<file path="config.mk">
export PLATFORM = sky130hd
export DESIGN_NAME = pipe_square_flat
export DESIGN_NICKNAME = d
export VERILOG_FILES = /design/src/rtl/pipe_square_pkg.sv /design/src/rtl/pipe_square_if.sv /design/src/rtl/pipe_square_stage.sv /design/src/rtl/pipe_square.sv /design/src/flat_wrapper.sv
export SDC_FILE = /design/constraint.sdc
export NUM_CORES = 1
export LEC_CHECK = 0
export CAP_MARGIN = 20
export CORE_AREA = 3 3 69 119
export DETAILED_ROUTE_END_ITERATION = 12
export DIE_AREA = 0 0 72 122
export GPL_TIMING_DRIVEN = 0
export HOLD_SLACK_MARGIN = 0.15
export PLACE_DENSITY_LB_ADDON = 0.12
export SLEW_MARGIN = 20
export SYNTH_ARGS = -nofsm -noshare
export SYNTH_HDL_FRONTEND = slang
export SYNTH_HIERARCHICAL = 1
export SYNTH_SLANG_ARGS = --single-unit
</file>
<file path="constraint.sdc">
create_clock -name clk -period 2.2 [get_ports clk]
set_clock_uncertainty 0.15 [all_clocks]
set_input_delay 0.55 -clock clk [delete_from_list [all_inputs] [get_ports clk]]
set_output_delay 0.55 -clock clk [all_outputs]
set_load 0.05 [all_outputs]
</file>
<file path="src/rtl/pipe_square_pkg.sv">
// Shared types and helpers for the pipelined squarer.
// stage_t is sized from SQ_W, so pipe_square must be built with W == SQ_W.
package pipe_square_pkg;

  localparam int SQ_W  = 4;
  localparam int SQ_DW = 2 * SQ_W;

  // One pipeline slot: the root (zero-extended) and the partial sum so far.
  typedef struct packed {
    logic             valid;
    logic [SQ_DW-1:0] x;
    logic [SQ_DW-1:0] acc;
  } stage_t;

  // Reference square, used by the optional output self-check and by benches.
  function automatic logic [SQ_DW-1:0] sq_ref(input logic [SQ_W-1:0] x);
    logic [SQ_DW-1:0] xe;
    xe = SQ_DW'(x);
    return xe * xe;
  endfunction

endpackage

</file>
<file path="src/rtl/pipe_square_if.sv">
// Elastic input/output handshake bundle for pipe_square.
// master = producer/consumer side, slave = the squarer itself.
interface pipe_square_if #(
  parameter int W = pipe_square_pkg::SQ_W
);
  logic           in_valid;
  logic           in_ready;
  logic [W-1:0]   in_root;
  logic           out_valid;
  logic           out_ready;
  logic [2*W-1:0] out_sq;
  logic           err;

  modport master (
    output in_valid, in_root, out_ready,
    input  in_ready, out_valid, out_sq, err
  );

  modport slave (
    input  in_valid, in_root, out_ready,
    output in_ready, out_valid, out_sq, err
  );
endinterface

</file>
<file path="src/rtl/pipe_square_stage.sv">
// One shift-add step: adds (x << I) to the running sum when root bit I is set,
// and moves the slot forward only when the whole pipe advances.
module square_stage
  import pipe_square_pkg::*;
#(
  parameter int I = 0,
  parameter int W = SQ_W
) (
  input  logic   clk,
  input  logic   rst,
  input  logic   adv,
  input  stage_t stage_in,
  output stage_t stage_out
);

  logic [W-1:0]     root;
  logic [SQ_DW-1:0] addend;

  // Partial product for this bit position.
  always_comb begin
    root   = stage_in.x[W-1:0];
    addend = root[I] ? (SQ_DW'(root) << I) : '0;
  end

  // Register the slot; bubbles shift through like data.
  always_ff @(posedge clk) begin
    if (rst) begin
      stage_out <= '0;
    end else if (adv) begin
      stage_out.valid <= stage_in.valid;
      stage_out.x     <= stage_in.x;
      stage_out.acc   <= stage_in.acc + addend;
    end
  end

endmodule

</file>
<file path="src/rtl/pipe_square.sv">
// Pipelined squarer: W-bit root in, exact 2W-bit square out, W cycles latency.
// The whole pipe advances together when the output slot is empty or being taken.
// Optional macro SQUARE_SELFCHECK_EN adds a shadow root pipeline and a sticky
// err flag raised when an emitted square disagrees with x*x.
module pipe_square
  import pipe_square_pkg::*;
#(
  parameter int W = SQ_W
) (
  input logic         clk,
  input logic         rst,
  pipe_square_if.slave bus
);

  stage_t in_stage_reg;
  stage_t stage_q [W];
  logic   adv;

  // Global stall: hold everything only while a result is waiting unaccepted.
  always_comb begin
    adv          = !stage_q[W-1].valid || bus.out_ready;
    bus.in_ready = adv;
  end

  // Entry slot: a raw root with a zero sum, or a bubble when nothing is offered.
  always_ff @(posedge clk) begin
    if (rst) begin
      in_stage_reg <= '0;
    end else if (adv) begin
      in_stage_reg.valid <= bus.in_valid;
      in_stage_reg.x     <= SQ_DW'(bus.in_root);
      in_stage_reg.acc   <= '0;
    end
  end

  generate
    for (genvar gi = 0; gi < W; gi++) begin : g_stage
      if (gi == 0) begin : g_first
        square_stage #(.I(gi), .W(W)) u_stage (
          .clk      (clk),
          .rst      (rst),
          .adv      (adv),
          .stage_in (in_stage_reg),
          .stage_out(stage_q[gi])
        );
      end else begin : g_rest
        square_stage #(.I(gi), .W(W)) u_stage (
          .clk      (clk),
          .rst      (rst),
          .adv      (adv),
          .stage_in (stage_q[gi-1]),
          .stage_out(stage_q[gi])
        );
      end
    end
  endgenerate

  assign bus.out_valid = stage_q[W-1].valid;
  assign bus.out_sq    = stage_q[W-1].acc;

`ifdef SQUARE_SELFCHECK_EN
  logic [W-1:0] shadow_reg [W+1];
  logic         err_reg;
  logic         chk_fire;

  // Independent copy of each root travelling in lockstep with its slot.
  always_ff @(posedge clk) begin
    if (rst) begin
      for (int i = 0; i <= W; i++) shadow_reg[i] <= '0;
    end else if (adv) begin
      shadow_reg[0] <= bus.in_root;
      for (int i = 0; i < W; i++) shadow_reg[i+1] <= shadow_reg[i];
    end
  end

  // Shadow slot W lines up with the output slot (entry register + W stages).
  assign chk_fire = bus.out_valid && bus.out_ready &&
                    (bus.out_sq != sq_ref(shadow_reg[W]));

  // Sticky error flag, cleared only by reset.
  always_ff @(posedge clk) begin
    if (rst) begin
      err_reg <= 1'b0;
    end else if (chk_fire) begin
      err_reg <= 1'b1;
    end
  end

`ifndef SYNTHESIS
  // Simulation-only report of the offending result.
  always_ff @(posedge clk) begin
    if (!rst && chk_fire) begin
      $error("pipe_square self-check: out_sq=%0d root=%0d", bus.out_sq, shadow_reg[W]);
    end
  end
`endif

  assign bus.err = err_reg;
`else
  assign bus.err = 1'b0;
`endif

endmodule

</file>
<file path="src/flat_wrapper.sv">
// flat-port wrapper written by rule: the top's interface ports become plain ports
module pipe_square_flat import pipe_square_pkg::*;
#(
  parameter int W = SQ_W
)
  (clk, rst, bus_in_valid, bus_in_root, bus_out_ready, bus_in_ready, bus_out_valid, bus_out_sq, bus_err);
  pipe_square_if #(.W(W)) bus_i ();
  input logic clk;
  input logic rst;
  input wire logic [$bits(bus_i.in_valid)-1:0] bus_in_valid;
  input wire logic [$bits(bus_i.in_root)-1:0] bus_in_root;
  input wire logic [$bits(bus_i.out_ready)-1:0] bus_out_ready;
  output wire logic [$bits(bus_i.in_ready)-1:0] bus_in_ready;
  output wire logic [$bits(bus_i.out_valid)-1:0] bus_out_valid;
  output wire logic [$bits(bus_i.out_sq)-1:0] bus_out_sq;
  output wire logic [$bits(bus_i.err)-1:0] bus_err;
  assign bus_i.in_valid = bus_in_valid;
  assign bus_i.in_root = bus_in_root;
  assign bus_i.out_ready = bus_out_ready;
  assign bus_in_ready = bus_i.in_ready;
  assign bus_out_valid = bus_i.out_valid;
  assign bus_out_sq = bus_i.out_sq;
  assign bus_err = bus_i.err;
  pipe_square #(.W(W)) u_core (.clk(clk), .rst(rst), .bus(bus_i));
endmodule
</file>
# --- After elaboration in Yosys (flattened, before gate mapping) ---
# Index checks and enable logic that the tools add are counted.
classes:
  n_reduce_logical: 2
  addsub: 3
  muxes: 4
op_table:
  columns: ["cell", "n"]
  rows:
  - ["8-bit by 5-bit adder with 8-bit output", 1]
  - ["8-bit by 6-bit adder with 8-bit output", 1]
  - ["8-bit by 7-bit adder with 8-bit output", 1]
  - ["7-bit 2-to-1 mux", 1]
  - ["6-bit 2-to-1 mux", 1]
  - ["5-bit 2-to-1 mux", 1]
  - ["4-bit 2-to-1 mux", 1]
  - ["1-bit logical NOT", 1]
  - ["1-bit logical OR", 1]
totals:
  elab_cells: 22
  ff_bits: 53
  out_inout_bits: 11
  inputBits: 8

# --- Logic depth before layout (Yosys ltp) ---
logic_depth:
  ltp_word: 2
  depth_mapped: 8
  ltp_nobuf: 8

# --- Cells and area by module ---
# The synthesis kept the hierarchy.
by_module_without_submodules:
  columns: ["mod", "n_inst", "cells_per_inst", "area_per_inst_um2", "seq_area_each_um2"]
  rows:
  - ["square_stage (u_core.g_stage[0].g_first.u_stage)", 1, 101, 927.1, 340.3]
  - ["square_stage (u_core.g_stage[1].g_rest.u_stage)", 1, 86, 832.0, 340.3]
  - ["square_stage (u_core.g_stage[2].g_rest.u_stage)", 1, 82, 819.5, 340.3]
  - ["square_stage (u_core.g_stage[3].g_rest.u_stage)", 1, 80, 793.3, 340.3]
  - ["pipe_square", 1, 24, 241.5, 100.1]

# --- Least setup slack after synthesis ---
# OpenSTA, ideal clock, no wires.
synth_path:
  path_type: "register to register"
  start: "register u_core/g_stage[3].g_rest.u_stage/stage_out[16] (netlist bit)"
  end: "register u_core/g_stage[0].g_first.u_stage/stage_out[4] (netlist bit)"
  path_buffers: 1
  synth_period_minus_slack_ns: 2.405
  setup_time_ns: 0.095
  arrival_time_ns: 2.159
  slack_ns: -0.205
  required_ns: 1.955
  path_stages_with_launch: 6
  cell_sequence: "dfxtp_1 > nor2b_4 > inv_1 > buf_2 > or3b_2 > o311ai_1"
synth_between:
  elab_chain_len: 2
synth_rtl:
  columns: ["item", "line_no", "rtl"]
  rows:
  - ["start, declared", "pipe_square_stage.sv:13", "output stage_t stage_out"]
  - ["1-bit logical NOT", "pipe_square.sv:21", "adv = !stage_q[W-1].valid || bus.out_ready;"]
  - ["1-bit logical OR", "pipe_square.sv:21", null]
  - ["named net bus_in_ready", "flat_wrapper.sv:13", "output wire logic [$bits(bus_i.in_ready)-1:0] bus_in_ready;"]
  - ["end, declared", "pipe_square_stage.sv:13", null]
# The timed path passes the listed nets, and every way through them passes these cells.
# A chain may end at the register's enable or synchronous reset.

# --- Worst setup path after layout ---
layout_path:
  start: "register u_core/g_stage[3].g_rest.u_stage/stage_out[6] (netlist bit)"
  end: "output bus_out_sq[6]"
layout_lines:
  columns: ["item", "line_no", "rtl"]
  rows:
  - ["end, declared", "flat_wrapper.sv:15", "output wire logic [$bits(bus_i.out_sq)-1:0] bus_out_sq;"]
# No word-level cell between the ends.

==> summary.md <==
| Metric | Value |
|---|---|
| Syn Inst Count | `313` |
| Ports | `19` |
| Placement Rows | `a little over 40` |
| CTS tree | `done` |
| Worst EP required | `around 1.5 ns` |
| Critical R2R Capture | `u_core/g_stage[2].g_rest.u_stage/stage_out[6]$_SDFFE_PP0P_` |
| Critical Path Start Type | `register` |
| Worst Tran Pin Value | `0.7298 ns` |
| Drt pass-1 iters | `6` |
| Maximum VDD drop | `0.4506 mV` |
| Overflow after GRT | `0` |
| # DRC | `0` |
| Min-delay worst type | `register to register` |
| Clock Root Buffer | `clkbuf_16` |
| Post-DP HPWL | `4.952 mm` |
| Largest net degree at the start of global routing | `21` |
| Total wire length | `6.431 mm` |
| Global-route wire length before repair | `between 10 and 15 mm` |
| Period Utilization, post-route | `96.65%` |
| Syn avg cell area | `9.386 µm²` |
| Initial DRC Count | `92` |
| Final number of max-transition violations | `0` |
| Ys Warns | `6` |
| CP max FO | `2` |
| Max reg flops | `35` |
| R2r setup slk | `0.08 ns` |
| Final setup fails | `0` |
| Slowest cell on crit path | `clkdlybuf4s50_1` |
| Layout cell share with drive strength beyond 1 | `12.60%` |
| Routed len/inst | `between 10 and 15 µm` |
| Initial antenna violation count | `0` |
| Placer Congestion | `0.7957` |
| Worst Setup End Kind | `output port` |
| Post-route ant nets | `0` |
| CP Class | `register to output port` |
| Worst hold path depth | `2` |
| Clk slew on worst S/H paths | `0.07 ns` |
| HP Start | `u_core/g_stage[3].g_rest.u_stage/stage_out[4]$_SDFFE_PP0P_` |
| Clock latency on the worst-skew pair | `0.30 ns` |
| Vias post-DR | `approximately 2300` |
| Setup WS pre-CTS | `-1.201 ns` |
| Vias in the first global route | `2242` |
| H-tree depth reported by CTS | `2` |
| Crit-path leading delay family | `buffers and inverters` |
| Maxcap violations | `0` |
| Die W | `about 72 µm` |
| Util after Layout | `47.81%` |
| Clock Tree Buf Depth | `2` |
| Crit-path cells | `clkdlybuf4s50_1` |
| End of the worst hold path | `u_core/g_stage[3].g_rest.u_stage/stage_out[4]$_SDFFE_PP0P_` |
| WP data arrival | `1.43 ns` |
| Largest stage delay, worst path | `0.80 ns` |
| Fin area | `between 3000 and 4000 µm²` |
| Die Area | `8784 µm²` |
| Min Tclk post-route | `approximately 2.1 ns` |
| Finished Layout Cells | `about 450` |
| Highest Clock Rate | `470.3 MHz` |
| Starting Density | `approximately 40%` |
| Final Hold Viols | `0` |
| Nets | `392` |
| RSZ-0062 raised after global routing | `false` |
| Placed Area | `3311 µm²` |
| GR Util All Layers | `between 10% and 20%` |
| Port buffer count | `17` |
| Die height | `~120 µm` |
| Worst slew margin | `between 50 and 60%` |
| Sum of buffers and inverters on the critical path | `1` |
| CORE AREA | `7336 µm²` |
| Cell Area, Synth | `2938 µm²` |
| Dpl cells | `441` |
| Power per Cell Area | `~620 nW/µm²` |
| Worst Setup Slack, final | `approximately 0.074 ns` |
| Worst R2R Path Depth | `6` |
| Leakage Power | `0.001653 µW` |
| TritonCTS Buffers | `5` |
| Clock Sinks | `53` |
| Syn-to-layout area delta | `19.38%` |
| Outcome | `finished, final reports clean` |
| Final Power | `roughly 2200 µW` |
| Via density | `5.084` |
| Reg-to-Reg Start | `u_core/g_stage[1].g_rest.u_stage/stage_out[10]$_SDFFE_PP0P_` |
| Diodes inserted | `0` |
-- how the worst max path moves through the flow --
stage                                                                      from                                                           to  slack, ns  cells past startpoint
finish               u_core/g_stage[3].g_rest.u_stage/stage_out[6]$_SDFFE_PP0P_                                                bus_out_sq[6]       0.07                      1
global route        u_core/g_stage[0].g_first.u_stage/stage_out[9]$_SDFFE_PP0P_   u_core/g_stage[1].g_rest.u_stage/stage_out[7]$_SDFFE_PP0P_      0.007                      8
CTS                 u_core/g_stage[0].g_first.u_stage/stage_out[9]$_SDFFE_PP0P_   u_core/g_stage[1].g_rest.u_stage/stage_out[7]$_SDFFE_PP0P_       0.03                      8
detailed placement                                                bus_out_ready                                                 bus_in_ready      -1.20                      4
global placement                                                  bus_out_ready                                                 bus_in_ready      -1.20                      4
floorplan           u_core/g_stage[3].g_rest.u_stage/stage_out[16]$_SDFFE_PP0P_  u_core/g_stage[0].g_first.u_stage/stage_out[4]$_SDFFE_PP0P_       0.03                      5
-- power by group --
group | internal, µW | switching [µW] | total (µW)
Combinational | 100 | 122 | 222
Sequential | 1000 | 34.7 | 1040
Clock | 539 | 375 | 914
Total | 1640 | 532 | 2170
-- per-stage QoR --
step | TNS [ns] | hold slack [ns]
CTS | 0 | 0.3320
floorplan | 0 | 0.3015
detailed placement | -24.72 | 0.3257
global route | 0 | 0.3475
finish | 0 | 0.3274
global placement | -23.73 | 0.3178
-- cells in the final DEF, fill, tap and decap left out, drive strengths merged, types with 10 or more instances in the layout --
| cell type | n |
|---|---|
| nand2b | 10 |
| nor2 | 47 |
| ha | 16 |
| nand2 | 16 |
| and2 | 10 |
| buf | 17 |
| dfxtp | 53 |
| mux2i | 31 |
| conb | 26 |
| inv | 15 |
| clkdlybuf4s50 | 13 |
-- final cells by class --
class | instances | area [µm²]
inverters | 16 | 66.31
fillers | 734 | 3829
repair buffers | 19 | 176.4
well taps | 86 | 107.6
multi-input cells | 251 | 1803
flip-flops and latches | 53 | 1066
plain buffers | 18 | 116.4
clock buffers | 5 | 125.1
clock inverters | 3 | 46.29
-- per-layer routing --
metal  track usage [%]  part of all wire [%]  vias up  routed length, µm
met4             6.941                   1.7        0                111
li1                  -                     -     1178                  -
met1             16.27                    40     1081               2554
met5                 0                     0        -                  0
met3             3.138                   2.6        9                166
met2             30.36                    56       25               3598
-- repair_timing --
action                                  CTS  global route
resized for setup                        10             4
hold buffers                              0             0
buffers inserted                          2             0
endpoints found under the setup margin   49             1
pin swaps                                 0             0
endpoints found under the hold margin     0             0
-- worst min-delay path: stages (launching register included) --
cell and delay [ns]:
dfxtp_1 0.31, nor2_1 0.08, a211oi_1 0.05
Note: power is estimated with default switching activity, not from simulation.
